<file path="config.mk">
export PLATFORM = sky130hd
export DESIGN_NAME = rf_exec_ctrl
export DESIGN_NICKNAME = d
export VERILOG_FILES = /design/src/rtl/rf_exec_pkg.sv /design/src/rtl/rf_exec_alu.sv /design/src/rtl/rf_exec_ctrl.sv
export SDC_FILE = /design/constraint.sdc
export NUM_CORES = 1
export LEC_CHECK = 0
export CAP_MARGIN = 20
export CELL_PAD_IN_SITES_DETAIL_PLACEMENT = 0
export CELL_PAD_IN_SITES_GLOBAL_PLACEMENT = 1
export CORE_MARGIN = 2
export CORE_UTILIZATION = 38
export CTS_CLUSTER_DIAMETER = 50
export DETAILED_ROUTE_END_ITERATION = 8
export PLACE_DENSITY_LB_ADDON = 0.15
export SETUP_SLACK_MARGIN = 0.5
export SLEW_MARGIN = 20
export SYNTH_ARGS = -nofsm -noshare
export SYNTH_HDL_FRONTEND = slang
export SYNTH_SLANG_ARGS = --single-unit
</file>
<file path="constraint.sdc">
create_clock -name clk -period 7.4 [get_ports clk]
set_input_delay 1.48 -clock clk [delete_from_list [all_inputs] [get_ports clk]]
set_output_delay 1.48 -clock clk [all_outputs]
set_load 0.1 [all_outputs]
</file>
<file path="src/rtl/rf_exec_pkg.sv">
// Shared types and instruction-field helpers for the register-file execution controller.
package rf_exec_pkg;

    localparam int RF_DATA_W = 4;
    localparam int RF_ADDR_W = 3;

    typedef enum logic [2:0] {
        OP_NOP = 3'b000,
        OP_ADD = 3'b001,
        OP_SUB = 3'b010,
        OP_AND = 3'b011,
        OP_OR  = 3'b100,
        OP_XOR = 3'b101,
        OP_LDI = 3'b110,
        OP_MOV = 3'b111
    } op_t;

    typedef enum logic [1:0] {
        ST_IDLE  = 2'd0,
        ST_READ  = 2'd1,
        ST_EXEC  = 2'd2,
        ST_WRITE = 2'd3
    } state_t;

    // Instruction layout is {op, rd, rs, ru} with ru in the low bits.
    function automatic int rs_lsb(input int aw);
        return aw;
    endfunction

    function automatic int rd_lsb(input int aw);
        return 2 * aw;
    endfunction

    function automatic int op_lsb(input int aw);
        return 3 * aw;
    endfunction

    function automatic logic op_sets_flags(input op_t op);
        return (op == OP_ADD) || (op == OP_SUB) || (op == OP_AND) ||
               (op == OP_OR)  || (op == OP_XOR);
    endfunction

endpackage

</file>
<file path="src/rtl/rf_exec_alu.sv">
// Combinational ALU: result, zero and carry/borrow from op and two operands.
module rf_exec_alu
    import rf_exec_pkg::*;
#(
    parameter int DATA_W = RF_DATA_W
) (
    input  op_t               op_i,
    input  logic [DATA_W-1:0] a_i,
    input  logic [DATA_W-1:0] b_i,
    output logic [DATA_W-1:0] result_o,
    output logic              z_o,
    output logic              c_o
);

    logic [DATA_W:0] wide;

    // The extra top bit carries ADD carry-out or SUB borrow; zero for other ops.
    always_comb begin
        wide = '0;
        case (op_i)
            OP_ADD:  wide = {1'b0, a_i} + {1'b0, b_i};
            OP_SUB:  wide = {1'b0, a_i} - {1'b0, b_i};
            OP_AND:  wide = {1'b0, a_i & b_i};
            OP_OR:   wide = {1'b0, a_i | b_i};
            OP_XOR:  wide = {1'b0, a_i ^ b_i};
            OP_LDI:  wide = {1'b0, b_i};
            OP_MOV:  wide = {1'b0, a_i};
            default: wide = '0;
        endcase
        result_o = wide[DATA_W-1:0];
        z_o      = (wide[DATA_W-1:0] == '0);
        c_o      = wide[DATA_W];
    end

endmodule

</file>
<file path="src/rtl/rf_exec_ctrl.sv">
// Four-cycle fetch/read/execute/write controller driving a 2R1W register file.
module rf_exec_ctrl
    import rf_exec_pkg::*;
#(
    parameter int DATA_W = RF_DATA_W,
    parameter int ADDR_W = RF_ADDR_W
) (
    input  logic                  clk,
    input  logic                  reset,
    input  logic                  instr_valid,
    output logic                  instr_ready,
    input  logic [3+3*ADDR_W-1:0] instr,
    output logic [ADDR_W-1:0]     rs_addr,
    output logic [ADDR_W-1:0]     ru_addr,
    input  logic [DATA_W-1:0]     rs_data,
    input  logic [DATA_W-1:0]     ru_data,
    output logic [ADDR_W-1:0]     w_addr,
    output logic [DATA_W-1:0]     w_data,
    output logic                  w_wr,
    output logic                  done,
    output logic                  flag_z,
    output logic                  flag_c
);

    localparam int INSTR_W = 3 + 3 * ADDR_W;
    localparam int RS_LSB  = rs_lsb(ADDR_W);
    localparam int RD_LSB  = rd_lsb(ADDR_W);
    localparam int OP_LSB  = op_lsb(ADDR_W);

    state_t              state_q;
    logic [INSTR_W-1:0]  instr_q;
    logic [DATA_W-1:0]   a_q;
    logic [DATA_W-1:0]   b_q;
    logic [DATA_W-1:0]   res_q;
    logic                ready_q;
    logic                w_wr_q;
    logic                done_q;
    logic                z_q;
    logic                c_q;

    op_t                 op;
    logic [DATA_W-1:0]   imm;
    logic [DATA_W-1:0]   alu_res;
    logic                alu_z;
    logic                alu_c;

    assign op  = op_t'(instr_q[OP_LSB +: 3]);
    assign imm = instr_q[DATA_W-1:0];

    rf_exec_alu #(.DATA_W(DATA_W)) u_alu (
        .op_i     (op),
        .a_i      (a_q),
        .b_i      (b_q),
        .result_o (alu_res),
        .z_o      (alu_z),
        .c_o      (alu_c)
    );

    // Operand B carries the immediate for LDI so the ALU sees a uniform a/b pair.
    always_ff @(posedge clk or posedge reset) begin
        if (reset) begin
            state_q <= ST_IDLE;
            instr_q <= '0;
            a_q     <= '0;
            b_q     <= '0;
            res_q   <= '0;
            ready_q <= 1'b1;
            w_wr_q  <= 1'b0;
            done_q  <= 1'b0;
            z_q     <= 1'b0;
            c_q     <= 1'b0;
        end else begin
            case (state_q)
                ST_IDLE: begin
                    if (instr_valid) begin
                        instr_q <= instr;
                        ready_q <= 1'b0;
                        state_q <= ST_READ;
                    end
                end
                ST_READ: begin
                    a_q     <= rs_data;
                    b_q     <= (op == OP_LDI) ? imm : ru_data;
                    state_q <= ST_EXEC;
                end
                ST_EXEC: begin
                    res_q <= alu_res;
                    if (op_sets_flags(op)) begin
                        z_q <= alu_z;
                        c_q <= alu_c;
                    end
                    w_wr_q  <= (op != OP_NOP);
                    done_q  <= 1'b1;
                    state_q <= ST_WRITE;
                end
                ST_WRITE: begin
                    w_wr_q  <= 1'b0;
                    done_q  <= 1'b0;
                    ready_q <= 1'b1;
                    state_q <= ST_IDLE;
                end
                default: state_q <= ST_IDLE;
            endcase
        end
    end

    assign instr_ready = ready_q;
    assign rs_addr     = instr_q[RS_LSB +: ADDR_W];
    assign ru_addr     = instr_q[0 +: ADDR_W];
    assign w_addr      = instr_q[RD_LSB +: ADDR_W];
    assign w_data      = res_q;
    assign w_wr        = w_wr_q;
    assign done        = done_q;
    assign flag_z      = z_q;
    assign flag_c      = c_q;

endmodule
</file>
==> metrics.csv, run 1 <==
metric;value;unit
cts_tree;yes;
hold_buffers;0;
path_delay_family;buffers and inverters;
numCtsBuffers;5;
critPathRequiredTime;5.92;ns
ys_types;36;
clock_path_buffers;2;
clkTransAtPathRegs;0.07;ns
drive_above_1_share;0.1198;
clock_skew;0.006228;ns
slew_headroom;0.3490;
gp_congestion;0.7962;
synth.largest_area_cell;dfrtp_1;
row_count;25;
whs;0.4887;ns
antenna_cells;0;
clock_latency;0.28;ns
ant_nets;0;
die_area;5639;µm²
finalSetupViolations;0;
synth_common_cells;dfrtp_1, ha_1, inv_1, nor2_1, mux2_2;
placement.io_buffers;40;
drt_wl_total;3.875;mm
crit_chain;clkdlybuf4s50_1;
grt_start_max_net_pins;32;
critPathLaunchType;register;
yosysSeqAreaShare;0.4046;
tns;0;ns
cp_num_buf_inv;1;
rsz0062_at_grt;false;
die_h;75.09;µm
cts.sinks;31;
drc_errors;0;
cts_setup_buffers;0;
hold_viol;0;
firstDrtPassIters;4;
yosysMostFrequentCell;dfrtp_1;
slew_violations;0;
worst-path-max-fanout;3;
tightest_slew;0.9734;ns
synthesis.area;1921;µm²
viasPerCell;4.880;
critical_path.endpoint_type;output port;
cts_max_level;2;
grt.total_usage;0.1587;
synth_edf_count;0;
synth.avg_cell_area;10.44;µm²
cts_resized;0;
syn_inst;184;
ys.flop_type;dfrtp_1;
vias;1386;
grt_pass1_vias;1410;
drtIter0Drc;49;
initial_core_util;0.4013;
core;4786;µm²
place_inst;276;
clock.fmax;0.2915;GHz
grt_pass1_wl;6.596;mm
post-route-period-util;0.4636;
cp.arrival;1.95;ns
antenna_found_initial;0;
synth_nets;225;
synthTopCellsByArea;dfrtp_1, ha_1, mux2_2, mux2i_1, buf_4;
period_minus_slack;3.431;ns
cts_root_buf;clkbuf_8;
layout.cells.non_filler;284;
grt_overflow;0;
slowest_delay;1.13;ns
wl_per_cell;13.64;µm
nNetsFinal;257;
synth_top_area_frac;0.3909;
post-route-util;0.5020;
critical-path-slowest-cell;clkdlybuf4s50_1;
postSynth.asyncResetShare;1.000;
yosysWarnings;0;
hold_path_class;register to register;
hpwl;2.914;mm
syn_to_final_growth;25.08;%
ys_ff_latch;31;
crit_type;register to output port;
outcome;completed;
maxCapViolations;0;
die_w;75.09;µm
io_pins;41;
## stage by stage
stage | cell area (µm²) | setup WS (ns)
final | 2402 | 3.969
after global placement | 2296 | 4.275
after CTS | 2402 | 3.954
after global routing | 2402 | 3.928
after floorplan | 1921 | 4.983
after detailed placement | 2296 | 4.268
## path summary, 6_finish.rpt
check                      depth (start not counted)               startpoint  slack (ns)                 endpoint
hold / removal                                     2       flag_z$_DFFE_PP0P_        0.49       flag_z$_DFFE_PP0P_
max in group asynchronous                          3                    reset        5.51  instr_ready$_DFFE_PP1P_
setup reg to reg                                   9  instr_q[10]$_DFFE_PP0P_        4.44       flag_z$_DFFE_PP0P_
hold reg to reg                                    2       flag_z$_DFFE_PP0P_        0.49       flag_z$_DFFE_PP0P_
setup / recovery                                   1  instr_ready$_DFFE_PP1P_        3.97              instr_ready
min in group asynchronous                          3                    reset        1.57    w_data[1]$_DFFE_PP0P_
## layer usage
| layer | share of wire | track usage | up-vias | routed length, µm |
|---|---|---|---|---|
| li1 | - | - | 686 | - |
| met1 | 0.45 | 0.1953 | 663 | 1731 |
| met2 | 0.50 | 0.2622 | 35 | 1934 |
| met3 | 0.046 | 0.05221 | 2 | 179 |
| met4 | 0.0077 | 0.05357 | 0 | 30 |
| met5 | 0 | 0 | - | 0 |
## placed cells by master, fill, tap and decap left out
master           count
clkdlybuf4s50_1     40
dfrtp_1             30
ha_1                17
inv_1               16
nor2_1              14
mux2_2              13
a21oi_1             12
nand2_1             10
mux2i_1              9
o21ai_0              6
nand2b_1             5
o22ai_1              5
clkbuf_8             5
nand3b_1             4
xor2_1               3
o31ai_2              2
and2b_1              2
a21o_1               2
a31oi_1              2
xnor2_1              2
clkbuf_1             2
nand2_2              1
or3b_2               1
nor2b_1              1
mux4_1               1
o32ai_1              1
a21oi_2              1
a222oi_1             1
a32o_1               1
o21ai_1              1
a221o_1              1
nand3_1              1
a221oi_1             1
fa_1                 1
bufinv_16            1
dfstp_2              1
buf_4                1
## cell type report
| cell class | instances | area, µm² |
|---|---|---|
| Fill cell | 457 | 2384 |
| Clock buffer | 7 | 76.32 |
| Tap cell | 67 | 83.83 |
| Clock inverter | 1 | 30.03 |
| Multi-Input combinational cell | 121 | 967.2 |
| Timing Repair Buffer | 41 | 407.9 |
| Sequential cell | 31 | 777.0 |
| Inverter | 16 | 60.06 |
## logic make-up (layout without fill, tap and decap cells)
group,Yosys count,count (layout),synth area share
flip-flops,31,31,0.4046
AO/OA/AOI/OAI,36,36,0.1225
adder cells (fa/ha/maj),18,18,0.1212
XOR/XNOR,5,5,0.02281
multiplexers,23,23,0.1368
buffers and inverters,32,65,0.09186
AND/OR/NAND/NOR,39,39,0.1003
## flip-flops by register name, summed over array words and instances (netlist names)
register,cells
instr_q,12
a_q,4
state_q,2
w_wr,1
instr_ready,1
w_data,4
flag_z,1
flag_c,1
b_q,4
done,1
Power of run 1 is left out: the tool's default activity adds up to more than one toggle a clock period on the data nets, which glitch-free logic cannot reach.
==> inputs of run 2 (changes only) <==
==> constraint.sdc (replaced) <==
create_clock -name clk -period 3.3 [get_ports clk]
set_input_delay 0.66 -clock clk [delete_from_list [all_inputs] [get_ports clk]]
set_output_delay 0.66 -clock clk [all_outputs]
set_load 0.1 [all_outputs]
==> metrics.csv, run 2 (synthesized netlist as in run 1, its figures left out) <==
metric;value;unit;change
critPathRequiredTime;3.46;ns;-2.46 ns
numCtsBuffers;5;;unchanged
regMostFlops;instr_q;;
placement.io_buffers;40;;unchanged
clock.fmax;0.3776;GHz;
grt_pass1_vias;1418;;+0.57%
nNetsFinal;259;;+0.78%
drc_errors;0;;unchanged
period_minus_slack;2.648;ns;
hold_buffers;0;;unchanged
drtIter0Drc;73;;+49%
whs;0.4939;ns;+0.005176 ns
vias;1392;;+0.43%
tns;0;ns;unchanged
ant_nets;0;;unchanged
initial_core_util;0.4013;;unchanged
grt.total_usage;0.1544;;-0.004322
finalSetupViolations;0;;unchanged
die_h;75.09;µm;unchanged
drive_above_1_share;0.2237;;+0.1039
post-route-util;0.4933;;-0.008628
cts.sinks;31;;unchanged
clock_path_buffers;2;;unchanged
antenna_cells;0;;unchanged
wl_per_cell;13.65;µm;about the same
clkTransAtPathRegs;0.07;ns;about the same
maxCapViolations;0;;unchanged
viasPerCell;4.867;;-0.27%
clock_skew;0.007160;ns;+0.0009315 ns
rsz0062_at_grt;false;;
cts_tree;yes;;
cp.arrival;2.81;ns;+0.86 ns
grt_pass1_wl;6.492;mm;-1.6%
post-route-period-util;0.8025;;
wl_met3;187;µm;+4.5%
mostFrequentLayoutCells;dfrtp_1, clkdlybuf4s50_1, buf_4;;
layout_commonest_cell;dfrtp_1;;
critical_path.endpoint_type;register;;
worst-path-max-fanout;13;;+10
clock_latency;0.27;ns;about the same
grt_overflow;0;;unchanged
slew_headroom;0.6024;;+0.2534
outcome;completed;;
placed_area;2266;µm²;-1.3%
tightest_slew;0.5964;ns;-0.3770 ns
firstDrtPassIters;4;;unchanged
gp_congestion;0.8396;;+5.5%
cts_root_buf;clkbuf_8;;
fillers;456;;-0.22%
die_area;5639;µm²;unchanged
die_w;75.09;µm;unchanged
syn_to_final_growth;22.93;%;
cts_setup_buffers;0;;unchanged
design_area;2361;µm²;-1.7%
crit_type;register to register;;
antenna_found_initial;0;;unchanged
row_count;25;;unchanged
core;4786;µm²;unchanged
dr_wl_met2;1.840;mm;-4.9%
hold_viol;0;;unchanged
hpwl;3.038;mm;+4.3%
critPathLaunchType;register;;
ff2ff_setup_slack;0.65;ns;-3.79 ns
hold_path_class;register to register;;
grt_start_max_net_pins;20;;-38%
cts_max_level;2;;unchanged
io_pins;41;;unchanged
m1WireLength;1.786;mm;+3.2%
largest_register_ffs;12;;unchanged
drt_wl_total;3.903;mm;+0.72%
maxUsedRoutingLayer;met4;;
slew_violations;0;;unchanged
## run 2: changes by cell type in the layout (fill, tap and decap cells not counted), sizes merged
cell,change
buf,+20
clkdlybuf4s50,-18
bufinv,-1
clkinv,+1
## run 2: path summary, 6_finish.rpt
path                       cells past startpoint                      end              startpoint
max                                            9       flag_z$_DFFE_PP0P_  instr_q[9]$_DFFE_PP0P_
max in group asynchronous                      3  instr_ready$_DFFE_PP1P_                   reset
max reg2reg                                    9       flag_z$_DFFE_PP0P_  instr_q[9]$_DFFE_PP0P_
min reg2reg                                    2       flag_z$_DFFE_PP0P_      flag_z$_DFFE_PP0P_
min in group asynchronous                      2       flag_z$_DFFE_PP0P_                   reset
min                                            2       flag_z$_DFFE_PP0P_      flag_z$_DFFE_PP0P_
## run 2: what timing repair did
action | 4_1_cts | 5_1_grt
resized for setup | 0 | 2
setup endpoints to repair | 0 | 2
endpoints found under the hold margin | 0 | 0
## run 2: area by class of cell
type	count	area, µm²	share of cell area
inverters	16	60.06	0.02544
clock buffers	7	86.33	0.03657
repair buffers	43	377.9	0.1600
clock inverters	1	5.005	0.002120
flip-flops and latches	31	778.2	0.3296
multi-input cells	121	969.7	0.4107
well taps	67	83.83	0.03551
## run 2: critical path, stage by stage, from the launching register on
cell	delay, ns
dfrtp_2	0.50
nand2b_1	0.23
nor2_2	0.19
mux2i_1	0.15
fa_1	0.52
nor2b_1	0.18
a21oi_1	0.06
mux4_1	0.53
nand3_1	0.12
o31ai_2	0.06
## run 2: stage by stage
step / instances / setup slack, ns
after floorplan: 184 / 0.8835
after global placement: 278 / 0.5923
after detailed placement: 278 / 0.5132
after CTS: 286 / 0.5043
after global routing: 286 / 0.5370
final: 286 / 0.6516
## run 2: routing by layer
layer,vias to the layer above,track usage
met4,0,0.07143
li1,691,-
met1,654,0.1957
met5,-,0
met3,7,0.03614
met2,40,0.2495
Power of run 2 is left out for the same reason.
==> inputs of run 3 (changes only) <==
--- a/config.mk
+++ b/config.mk
@@ -9,7 +9,7 @@
 export CELL_PAD_IN_SITES_DETAIL_PLACEMENT = 0
 export CELL_PAD_IN_SITES_GLOBAL_PLACEMENT = 1
 export CORE_MARGIN = 2
-export CORE_UTILIZATION = 38
+export CORE_UTILIZATION = 35
 export CTS_CLUSTER_DIAMETER = 50
 export DETAILED_ROUTE_END_ITERATION = 8
 export PLACE_DENSITY_LB_ADDON = 0.15
==> constraint.sdc (replaced) <==
create_clock -name clk -period 2.4 [get_ports clk]
set_input_delay 0.48 -clock clk [delete_from_list [all_inputs] [get_ports clk]]
set_output_delay 0.48 -clock clk [all_outputs]
set_load 0.1 [all_outputs]
==> metrics.csv, run 3 (synthesized netlist as in run 1, its figures left out) <==
metric;value;unit;change
outcome;completed;;
die_area;6096;µm²;+8.1%
critPathRequiredTime;2.59;ns;-0.87 ns
period_minus_slack;2.235;ns;-0.4136 ns
post-route-period-util;0.9312;;+0.1286
mostFrequentLayoutCells;buf_4, dfrtp_1, clkdlybuf4s50_1;;
worst-path-max-fanout;3;;-10
clock_skew;0.006239;ns;-0.0009209 ns
multiInputGateArea;1021;µm²;+5.3%
viasPerCell;4.896;;+0.60%
cts_tree;yes;;
clkTransAtPathRegs;0.07;ns;about the same
drt_wl_total;4.313;mm;+11%
critical_path.endpoint_type;register;;
worstReg2RegEnd;flag_z$_DFFE_PP0P_;;
firstDrtPassIters;4;;unchanged
gp_congestion;0.8176;;-2.6%
grt.total_usage;0.1592;;+0.004749
die_w;78.08;µm;+4.0%
cts.sinks;31;;unchanged
hold_buffers;0;;unchanged
hold_end;flag_z$_DFFE_PP0P_;;
critPathLaunchType;register;;
slew_violations;0;;unchanged
slew_headroom;0.5805;;-0.02192
nNetsFinal;269;;+3.9%
rr_startpoint;instr_q[9]$_DFFE_PP0P_;;
wl_per_cell;14.42;µm;+5.7%
io_pins;41;;unchanged
reg2reg_depth;9;;unchanged
drive_above_1_share;0.3013;;+0.07757
clock_latency;0.28;ns;about the same
grt_overflow;0;;unchanged
clock.fmax;0.4475;GHz;+19%
regMostFlops;instr_q;;
rsz0062_at_grt;true;;
cts_root_buf;clkbuf_8;;
tns;0;ns;unchanged
ant_nets;0;;unchanged
numCtsBuffers;5;;unchanged
tightest_slew;0.6277;ns;+0.03136 ns
finalSetupViolations;0;;unchanged
cp.arrival;2.43;ns;-0.38 ns
initial_core_util;0.3690;;-0.03232
crit_type;register to register;;
row_count;26;;+4.0%
drc_errors;0;;unchanged
ff2ff_setup_slack;0.17;ns;-0.49 ns
largest_register_ffs;12;;unchanged
grt_start_max_net_pins;32;;+60%
core;5205;µm²;+8.8%
drtIter0Drc;87;;+19%
placement.io_buffers;40;;unchanged
layout_commonest_cell;buf_4;;
grt_pass1_wl;7.603;mm;+17%
clock_path_buffers;2;;unchanged
vias;1464;;+5.2%
min_from;flag_z$_DFFE_PP0P_;;
whs_path_depth;2;;unchanged
antenna_cells;0;;unchanged
hpwl;3.011;mm;-0.88%
syn_to_final_growth;29.64;%;
grt_pass1_vias;1523;;+7.4%
antenna_found_initial;0;;unchanged
maxCapViolations;0;;unchanged
die_h;78.08;µm;+4.0%
fillers;521;;+14%
hold_path_class;register to register;;
hold_viol;0;;unchanged
cts_max_level;2;;unchanged
ff_latch_area;777.0;µm²;-0.16%
## run 3: timing repair
action,in CTS,in global routing
setup buffers,9,0
gates resized for setup,2,1
pin swaps,3,1
endpoints found under the setup margin,5,5
endpoints found under the hold margin,0,0
## run 3: metal layers
layer	track usage	part of all wire
met1	0.2094	0.46
met2	0.2621	0.49
met3	0.03678	0.042
met4	0.04737	0.012
met5	0	0
## run 3: worst max-delay path by stage
stage                              end                    from  slack [ns]
floorplan           flag_z$_DFFE_PP0P_  instr_q[9]$_DFFE_PP0P_        0.22
global route        flag_z$_DFFE_PP0P_  instr_q[9]$_DFFE_PP0P_        0.07
CTS                 flag_z$_DFFE_PP0P_  instr_q[9]$_DFFE_PP0P_        0.18
finish              flag_z$_DFFE_PP0P_  instr_q[9]$_DFFE_PP0P_        0.17
detailed placement  flag_z$_DFFE_PP0P_      b_q[1]$_DFFE_PP0N_        0.12
global placement    flag_z$_DFFE_PP0P_      b_q[0]$_DFFE_PP0N_        0.16
## run 3: worst max-delay path, cell delays in order (launching register included)
cell and delay [ns]:
dfrtp_1 0.37, nand2b_4 0.15, nor2_4 0.12, mux2i_2 0.28, fa_1 0.45, nor2b_4 0.14
a21oi_2 0.11, mux4_2 0.27, nand3_2 0.07, o31ai_2 0.17
## run 3: layout make-up
class	count	area share
Inverter	16	0.02412
Timing Repair Buffer	53	0.1819
Tap cell	70	0.03518
Clock inverter	1	0.002010
Clock buffer	7	0.03467
Sequential cell	31	0.3121
Multi-Input combinational cell	121	0.4101
## run 3: metrics by stage
step / cells / hold WS, ns / util / worst slack (ns) / area, µm²
floorplan: 184 / 0.4807 / - / 0.2221 / 1959
global placement: 282 / 0.4739 / 0.4450 / 0.1594 / 2316
detailed placement: 282 / 0.4904 / 0.4450 / 0.1151 / 2316
CTS: 299 / 0.5044 / 0.4772 / 0.1837 / 2484
global route: 299 / 0.5237 / 0.4784 / 0.07253 / 2490
finish: 299 / 0.5023 / 0.4784 / 0.1652 / 2490
Power of run 3 is left out for the same reason.
